## config.mk

```make
export PLATFORM = sky130hd
export DESIGN_NAME = seq_magnitude_comparator_flat
export DESIGN_NICKNAME = d
export VERILOG_FILES = /design/src/rtl/seq_magnitude_comparator_if.sv /design/src/rtl/seq_magnitude_comparator.sv /design/src/flat_wrapper.sv
export SDC_FILE = /design/constraint.sdc
export NUM_CORES = 1
export LEC_CHECK = 0
export ABC_AREA = 1
export CELL_PAD_IN_SITES_DETAIL_PLACEMENT = 1
export CELL_PAD_IN_SITES_GLOBAL_PLACEMENT = 1
export CORE_MARGIN = 2
export CORE_UTILIZATION = 34
export CTS_BUF_LIST = sky130_fd_sc_hd__clkbuf_2
export DETAILED_ROUTE_END_ITERATION = 6
export HOLD_SLACK_MARGIN = 0.15
export PLACE_DENSITY = 0.76
export SYNTH_ARGS = -nofsm -noshare
export SYNTH_HDL_FRONTEND = slang
export SYNTH_SLANG_ARGS = --single-unit
```

## constraint.sdc

```tcl
create_clock -name clk -period 1.9 [get_ports clk]
set_clock_uncertainty 0.2 [all_clocks]
set_input_delay 0.19 -clock clk [delete_from_list [all_inputs] [get_ports clk]]
set_output_delay 0.19 -clock clk [all_outputs]
set_load 0.02 [all_outputs]
```

## src/rtl/seq_magnitude_comparator_if.sv

```systemverilog
// Handshake and operand bundle for seq_magnitude_comparator.
// The requester uses the master modport and the comparator uses the slave modport.
interface seq_magnitude_comparator_if #(
  parameter int WIDTH = 16
);
  logic             start;
  logic [WIDTH-1:0] a;
  logic [WIDTH-1:0] b;
  logic             signed_mode;
  logic             busy;
  logic             done;
  logic             G;
  logic             E;
  logic             L;

  modport master (
    output start, a, b, signed_mode,
    input  busy, done, G, E, L
  );

  modport slave (
    input  start, a, b, signed_mode,
    output busy, done, G, E, L
  );
endinterface

```

## src/rtl/seq_magnitude_comparator.sv

```systemverilog
// Multi-cycle G/E/L magnitude comparator. It compares DIGIT bits per clock, starting with the MSB digit.
// Define SEQ_COMPARATOR_EARLY_EXIT_EN to finish on the first differing digit instead of always taking N cycles.
module seq_magnitude_comparator #(
  parameter int WIDTH = 16,
  parameter int DIGIT = 4
) (
  input  logic                        clk,
  input  logic                        rst,
  seq_magnitude_comparator_if.slave   bus
);
  localparam int N     = WIDTH / DIGIT;
  localparam int IDX_W = (N > 1) ? $clog2(N) : 1;
  localparam logic [IDX_W-1:0] IDX_LAST = IDX_W'(N - 1);
  // Flipping both sign bits maps two's-complement order onto unsigned order.
  localparam logic [WIDTH-1:0] MSB_MASK = {1'b1, {(WIDTH-1){1'b0}}};

  typedef enum logic {IDLE, CMP} state_t;

  state_t           state, next_state;
  logic [IDX_W-1:0] idx;
  logic [WIDTH-1:0] op_a, op_b;
  logic             gt, lt;
  logic             gt_nxt, lt_nxt;
  logic             finish;
  logic             done_q, g_q, e_q, l_q;
  logic [DIGIT-1:0] digit_a, digit_b;

  assign digit_a = op_a[int'(idx)*DIGIT +: DIGIT];
  assign digit_b = op_b[int'(idx)*DIGIT +: DIGIT];

  always_ff @(posedge clk or posedge rst) begin
    if (rst) state <= IDLE;
    else     state <= next_state;
  end

  // NOTE: every signal driven here gets a default first, so no path can infer a latch.
  always_comb begin
    next_state = state;
    gt_nxt     = gt;
    lt_nxt     = lt;
    finish     = 1'b0;
    case (state)
      IDLE: if (bus.start) next_state = CMP;
      CMP: begin
        // Only the first differing digit decides the result. Later digits are masked off.
        if (!(gt || lt)) begin
          gt_nxt = digit_a > digit_b;
          lt_nxt = digit_a < digit_b;
        end
`ifdef SEQ_COMPARATOR_EARLY_EXIT_EN
        finish = (idx == '0) || (!(gt || lt) && (digit_a != digit_b));
`else
        finish = (idx == '0);
`endif
        if (finish) next_state = IDLE;
      end
      default: next_state = IDLE;
    endcase
  end

  // NOTE: every register here resets asynchronously, so an abort returns all outputs to zero immediately.
  always_ff @(posedge clk or posedge rst) begin
    if (rst) begin
      idx    <= '0;
      op_a   <= '0;
      op_b   <= '0;
      gt     <= 1'b0;
      lt     <= 1'b0;
      done_q <= 1'b0;
      g_q    <= 1'b0;
      e_q    <= 1'b0;
      l_q    <= 1'b0;
    end else begin
      done_q <= (state == CMP) && finish;
      case (state)
        IDLE: if (bus.start) begin
          op_a <= bus.signed_mode ? (bus.a ^ MSB_MASK) : bus.a;
          op_b <= bus.signed_mode ? (bus.b ^ MSB_MASK) : bus.b;
          gt   <= 1'b0;
          lt   <= 1'b0;
          idx  <= IDX_LAST;
        end
        CMP: begin
          gt  <= gt_nxt;
          lt  <= lt_nxt;
          idx <= idx - 1'b1;
          if (finish) begin
            g_q <= gt_nxt;
            e_q <= !gt_nxt && !lt_nxt;
            l_q <= lt_nxt;
          end
        end
        default: ;
      endcase
    end
  end

  assign bus.busy = (state == CMP);
  assign bus.done = done_q;
  assign bus.G    = g_q;
  assign bus.E    = e_q;
  assign bus.L    = l_q;
endmodule

```

## src/flat_wrapper.sv

```systemverilog
// flat-port wrapper written by rule: the top's interface ports become plain ports
module seq_magnitude_comparator_flat 
#(
  parameter int WIDTH = 16,
  parameter int DIGIT = 4
)
  (clk, rst, bus_start, bus_a, bus_b, bus_signed_mode, bus_busy, bus_done, bus_G, bus_E, bus_L);
  seq_magnitude_comparator_if #(.WIDTH(WIDTH)) bus_i ();
  input  logic clk;
  input  logic rst;
  input wire logic [$bits(bus_i.start)-1:0] bus_start;
  input wire logic [$bits(bus_i.a)-1:0] bus_a;
  input wire logic [$bits(bus_i.b)-1:0] bus_b;
  input wire logic [$bits(bus_i.signed_mode)-1:0] bus_signed_mode;
  output wire logic [$bits(bus_i.busy)-1:0] bus_busy;
  output wire logic [$bits(bus_i.done)-1:0] bus_done;
  output wire logic [$bits(bus_i.G)-1:0] bus_G;
  output wire logic [$bits(bus_i.E)-1:0] bus_E;
  output wire logic [$bits(bus_i.L)-1:0] bus_L;
  assign bus_i.start = bus_start;
  assign bus_i.a = bus_a;
  assign bus_i.b = bus_b;
  assign bus_i.signed_mode = bus_signed_mode;
  assign bus_busy = bus_i.busy;
  assign bus_done = bus_i.done;
  assign bus_G = bus_i.G;
  assign bus_E = bus_i.E;
  assign bus_L = bus_i.L;
  seq_magnitude_comparator #(.WIDTH(WIDTH), .DIGIT(DIGIT)) u_core (.clk(clk), .rst(rst), .bus(bus_i));
endmodule
```

==> flow_results.xml <==
<?xml version="1.0" encoding="UTF-8"?>
<metrics>
  <group name="status">
    <metric name="violations_in_the_final_reports" unit="">setup timing</metric>
    <metric name="status" unit="">complete, but fails checks</metric>
  </group>
  <group name="timing">
    <metric name="finalMaxSlewViolations" unit="">0</metric>
    <metric name="period_minus_slack" unit="ns">2.12</metric>
    <metric name="setup_violations" unit="">5</metric>
    <metric name="timing.max_slew.rel_slack" unit="">0.640</metric>
    <metric name="fin_ws" unit="ns">-0.222</metric>
    <metric name="post-route-period-util" unit="">1.12</metric>
    <metric name="rsz0062_at_grt" unit="">true</metric>
    <metric name="finalHoldViolations" unit="">0</metric>
    <metric name="timing_worst_slew_pin_value" unit="ns">0.539</metric>
    <metric name="maximum_clock_frequency" unit="MHz">471</metric>
    <metric name="fin_setup_tns" unit="ns">-0.923</metric>
  </group>
  <group name="synthesis">
    <metric name="synth.ff_latch_count" unit="">41</metric>
    <metric name="yosys_warnings" unit="">0</metric>
    <metric name="synth.area.top_cells" unit="">sky130_fd_sc_hd__dfrtp_1, sky130_fd_sc_hd__nand2_1, sky130_fd_sc_hd__ha_1, sky130_fd_sc_hd__o21ai_0, sky130_fd_sc_hd__nor2_1</metric>
    <metric name="cell_type_contributing_the_most_total_cell_area_after_synthesis" unit="">sky130_fd_sc_hd__dfrtp_1</metric>
    <metric name="synthesis.area" unit="sq mm">0.00193</metric>
    <metric name="average_cell_area_after_synthesis" unit="sq um">8.07</metric>
    <metric name="synth_cell_types" unit="">20</metric>
    <metric name="synth_top_cell_area_share" unit="">0.532</metric>
    <metric name="ys_seq_area_frac" unit="">0.532</metric>
    <metric name="cells_after_synth" unit="">239</metric>
    <metric name="syn-num-nets" unit="">280</metric>
  </group>
  <group name="cells_and_area">
    <metric name="layout.cell_area.non_filler" unit="sq mm">0.00300</metric>
    <metric name="syn2layout_area_growth" unit="%">55.4</metric>
    <metric name="final_cell_mix" unit="">sky130_fd_sc_hd__nand2_1, sky130_fd_sc_hd__clkdlybuf4s50_1, sky130_fd_sc_hd__dfrtp_1</metric>
    <metric name="fin_cells" unit="">398</metric>
    <metric name="nFillCells" unit="">653</metric>
    <metric name="antenna_cells" unit="">0</metric>
    <metric name="fraction_of_layout_cells_with_a_size_suffix_above_1" unit="">0.178</metric>
    <metric name="fin_nets" unit="">366</metric>
    <metric name="most_common_cell_after_layout_fill_and_taps_aside" unit="">sky130_fd_sc_hd__nand2_1</metric>
  </group>
  <group name="floorplanning">
    <metric name="die_width" unit="um">79.3</metric>
    <metric name="die-area" unit="sq mm">0.00629</metric>
    <metric name="row_count" unit="">27</metric>
    <metric name="initial_core_utilization" unit="">0.350</metric>
    <metric name="core-area" unit="sq mm">0.00551</metric>
    <metric name="i_o_pins" unit="">41</metric>
    <metric name="dieHeight" unit="um">79.3</metric>
  </group>
  <group name="clock_tree">
    <metric name="cts.root.buffer_cell" unit="">sky130_fd_sc_hd__clkbuf_2</metric>
    <metric name="cts_max_path_buffers" unit="">2</metric>
    <metric name="tritoncts.num_buffers" unit="">5</metric>
    <metric name="clock_latency" unit="ns">0.41</metric>
    <metric name="path_clk_slew" unit="ns">0.19</metric>
    <metric name="cts_htree_levels" unit="">2</metric>
    <metric name="clock_sink_count" unit="">41</metric>
    <metric name="cts_tree" unit="">built</metric>
  </group>
  <group name="placed_design">
    <metric name="place.detailed.hpwl" unit="mm">3.41</metric>
    <metric name="placed_cells_incl_taps" unit="">350</metric>
    <metric name="detailedPlace.worstSlack" unit="ns">-0.293</metric>
    <metric name="routabilityCongestion" unit="">0.843</metric>
    <metric name="dpl-instance-area" unit="sq mm">0.00243</metric>
    <metric name="place.port_buffers" unit="">40</metric>
  </group>
  <group name="power_and_ir_drop">
    <metric name="cellPowerDensity" unit="mW/mm^2">1640</metric>
    <metric name="leakagePower" unit="nW">1.44</metric>
    <metric name="peakVddDrop" unit="mV">0.599</metric>
  </group>
  <group name="setup_path">
    <metric name="cp_slowest_cell" unit="">sky130_fd_sc_hd__dfrtp_2</metric>
    <metric name="crit_chain" unit="">buf_2 -&gt; o21ai_1 -&gt; o22ai_1 -&gt; ha_1 -&gt; nand2_1 -&gt; nor2_1 -&gt; nor2_1 -&gt; nand2_2 -&gt; nand2_1 -&gt; nand2_1 -&gt; nand2_1 -&gt; nand2_1</metric>
    <metric name="critical-path-top-cell-by-count" unit="">sky130_fd_sc_hd__nand2_1</metric>
    <metric name="worst_setup_path_start_kind" unit="">flop</metric>
    <metric name="cp_slowest_stage_delay" unit="ns">0.54</metric>
    <metric name="path_max_fanout" unit="">7</metric>
    <metric name="critical-path-top-delay-family" unit="">flip-flops</metric>
    <metric name="r2r_cells" unit="">12</metric>
    <metric name="cp.required" unit="ns">2.02</metric>
    <metric name="timing.critical_path.buf_inv" unit="">1</metric>
    <metric name="timing.critical_path.depth" unit="">12</metric>
    <metric name="worstSetupPathType" unit="">reg2reg</metric>
    <metric name="critPathCaptureType" unit="">flop</metric>
    <metric name="critical_path_arrival" unit="ns">2.24</metric>
  </group>
  <group name="global_route">
    <metric name="grt_first_pass_wirelength" unit="mm">9.13</metric>
    <metric name="globalRoute.totalOverflow" unit="">0</metric>
    <metric name="grt_max_degree" unit="">42</metric>
    <metric name="first_global_vias" unit="">1950</metric>
    <metric name="initial_antenna_violation_count" unit="">0</metric>
    <metric name="gr-usage-all-layers" unit="">0.191</metric>
  </group>
  <group name="detailed_routing">
    <metric name="drt_pass1_iterations" unit="">4</metric>
    <metric name="drt-total-wl" unit="mm">5.55</metric>
    <metric name="vias" unit="">1860</metric>
    <metric name="route.detailed.wl_per_inst" unit="um">13.9</metric>
    <metric name="drcViolationCount" unit="">0</metric>
    <metric name="initialDrtViolationCount" unit="">88</metric>
    <metric name="final_antenna_net_count" unit="">0</metric>
    <metric name="post_drt_via_cell_ratio" unit="">4.67</metric>
  </group>
  <group name="worst_hold_path">
    <metric name="hold_depth" unit="">3</metric>
    <metric name="worst_hold_path_type" unit="">in2reg</metric>
  </group>
  <group name="run">
    <metric name="drv_cap" unit="">0</metric>
  </group>
</metrics>
==> registers in the layout (all words and copies together) (netlist names) <==
name / flops
u_core.lt: 1
u_core.bus.L: 1
u_core.bus.G: 1
u_core.op_b: 16
u_core.op_a: 16
u_core.bus.E: 1
u_core.bus.done: 1
u_core.gt: 1
u_core.idx: 2
u_core.bus.busy: 1
==> per-stage QoR <==
step | utilization | hold WS (ns) | power, mW
2_1_floorplan | - | 0.107 | 2.89
4_1_cts | 0.535 | 0.162 | 4.57
3_3_place_gp | 0.441 | 0.263 | 3.41
3_5_place_dp | 0.441 | 0.264 | 3.51
6_report | 0.544 | 0.185 | 4.91
5_1_grt | 0.544 | 0.189 | 5.31
==> worst reg2reg max path, stage by stage (launching register included) <==
cell	delay [ns]
sky130_fd_sc_hd__dfrtp_2	0.54
sky130_fd_sc_hd__buf_2	0.20
sky130_fd_sc_hd__o21ai_1	0.19
sky130_fd_sc_hd__o22ai_1	0.12
sky130_fd_sc_hd__ha_1	0.30
sky130_fd_sc_hd__nand2_1	0.06
sky130_fd_sc_hd__nor2_1	0.03
sky130_fd_sc_hd__nor2_1	0.11
sky130_fd_sc_hd__nand2_2	0.07
sky130_fd_sc_hd__nand2_1	0.06
sky130_fd_sc_hd__nand2_1	0.06
sky130_fd_sc_hd__nand2_1	0.05
sky130_fd_sc_hd__nand2_1	0.04
==> report_power, final <==
group	internal, mW	switching [mW]
logic	1.31	1.47
clock network	0.224	0.279
registers	1.28	0.337
==> final timing paths <==
check	from	end	slack [ns]
max	u_core.idx[0]$_DFFE_PP0P_	u_core.bus.E$_DFFE_PP0P_	-0.22
min reg2reg	u_core.bus.E$_DFFE_PP0P_	u_core.bus.E$_DFFE_PP0P_	0.30
max reg2reg	u_core.idx[0]$_DFFE_PP0P_	u_core.bus.E$_DFFE_PP0P_	-0.22
max in group asynchronous	rst	u_core.idx[1]$_DFFE_PP0P_	0.58
min in group asynchronous	rst	u_core.op_b[3]$_DFFE_PP0P_	0.55
min	bus_a[12]	u_core.op_a[12]$_DFFE_PP0P_	0.19
==> layout make-up <==
type | count | area (sq um) | area share
tap | 72 | 90.1 | 0.0301
multi-input combinational | 175 | 900 | 0.300
inverter | 13 | 57.6 | 0.0192
timing repair buffer | 86 | 840 | 0.280
sequential | 41 | 1030 | 0.343
timing repair inverter | 3 | 17.5 | 0.00584
clock inverter | 2 | 33.8 | 0.0113
clock buffer | 6 | 30.0 | 0.0100
==> per-layer routing <==
| metal | track usage | vias up | wire length, um |
|---|---|---|---|
| met3 | 0.0352 | 14 | 153 |
| met5 | 0 | - | 0 |
| li1 | - | 926 | - |
| met2 | 0.317 | 39 | 2780 |
| met1 | 0.239 | 881 | 2470 |
| met4 | 0.0931 | 0 | 144 |
==> synth_stat cells <==
master / instances
sky130_fd_sc_hd__clkinv_1: 1
sky130_fd_sc_hd__xnor2_1: 2
sky130_fd_sc_hd__nor2_2: 1
sky130_fd_sc_hd__nor2_4: 1
sky130_fd_sc_hd__nor2_1: 16
sky130_fd_sc_hd__buf_2: 5
sky130_fd_sc_hd__a32o_1: 4
sky130_fd_sc_hd__o21ai_0: 12
sky130_fd_sc_hd__o22ai_1: 4
sky130_fd_sc_hd__a22oi_1: 1
sky130_fd_sc_hd__nand3_1: 2
sky130_fd_sc_hd__inv_2: 2
sky130_fd_sc_hd__dfrtp_1: 41
sky130_fd_sc_hd__buf_4: 4
sky130_fd_sc_hd__ha_1: 5
sky130_fd_sc_hd__buf_6: 1
sky130_fd_sc_hd__a21oi_1: 7
sky130_fd_sc_hd__nand2_1: 120
sky130_fd_sc_hd__inv_1: 9
sky130_fd_sc_hd__inv_4: 1
==> repair_timing <==
action                                  4_1_cts  5_1_grt
hold buffers                                 30        0
endpoints found under the setup margin        6        7
pin swaps                                    13        8
setup buffers                                 5        1
cloned                                        4        0
gates resized for setup                      27       17
endpoints found under the hold margin        70        0
==> logic make-up (layout without fill, tap and decap cells) <==
kind of cell | Yosys count | after routing | synth area share
AND/OR/NAND/NOR | 140 | 140 | 0.279
AO/OA/AOI/OAI | 28 | 28 | 0.0869
adder cells (fa/ha/maj) | 5 | 5 | 0.0324
XOR/XNOR | 2 | 2 | 0.00908
flip-flops | 41 | 41 | 0.532
buffers and inverters | 23 | 110 | 0.0610
Power figures use the tool's default switching activity.
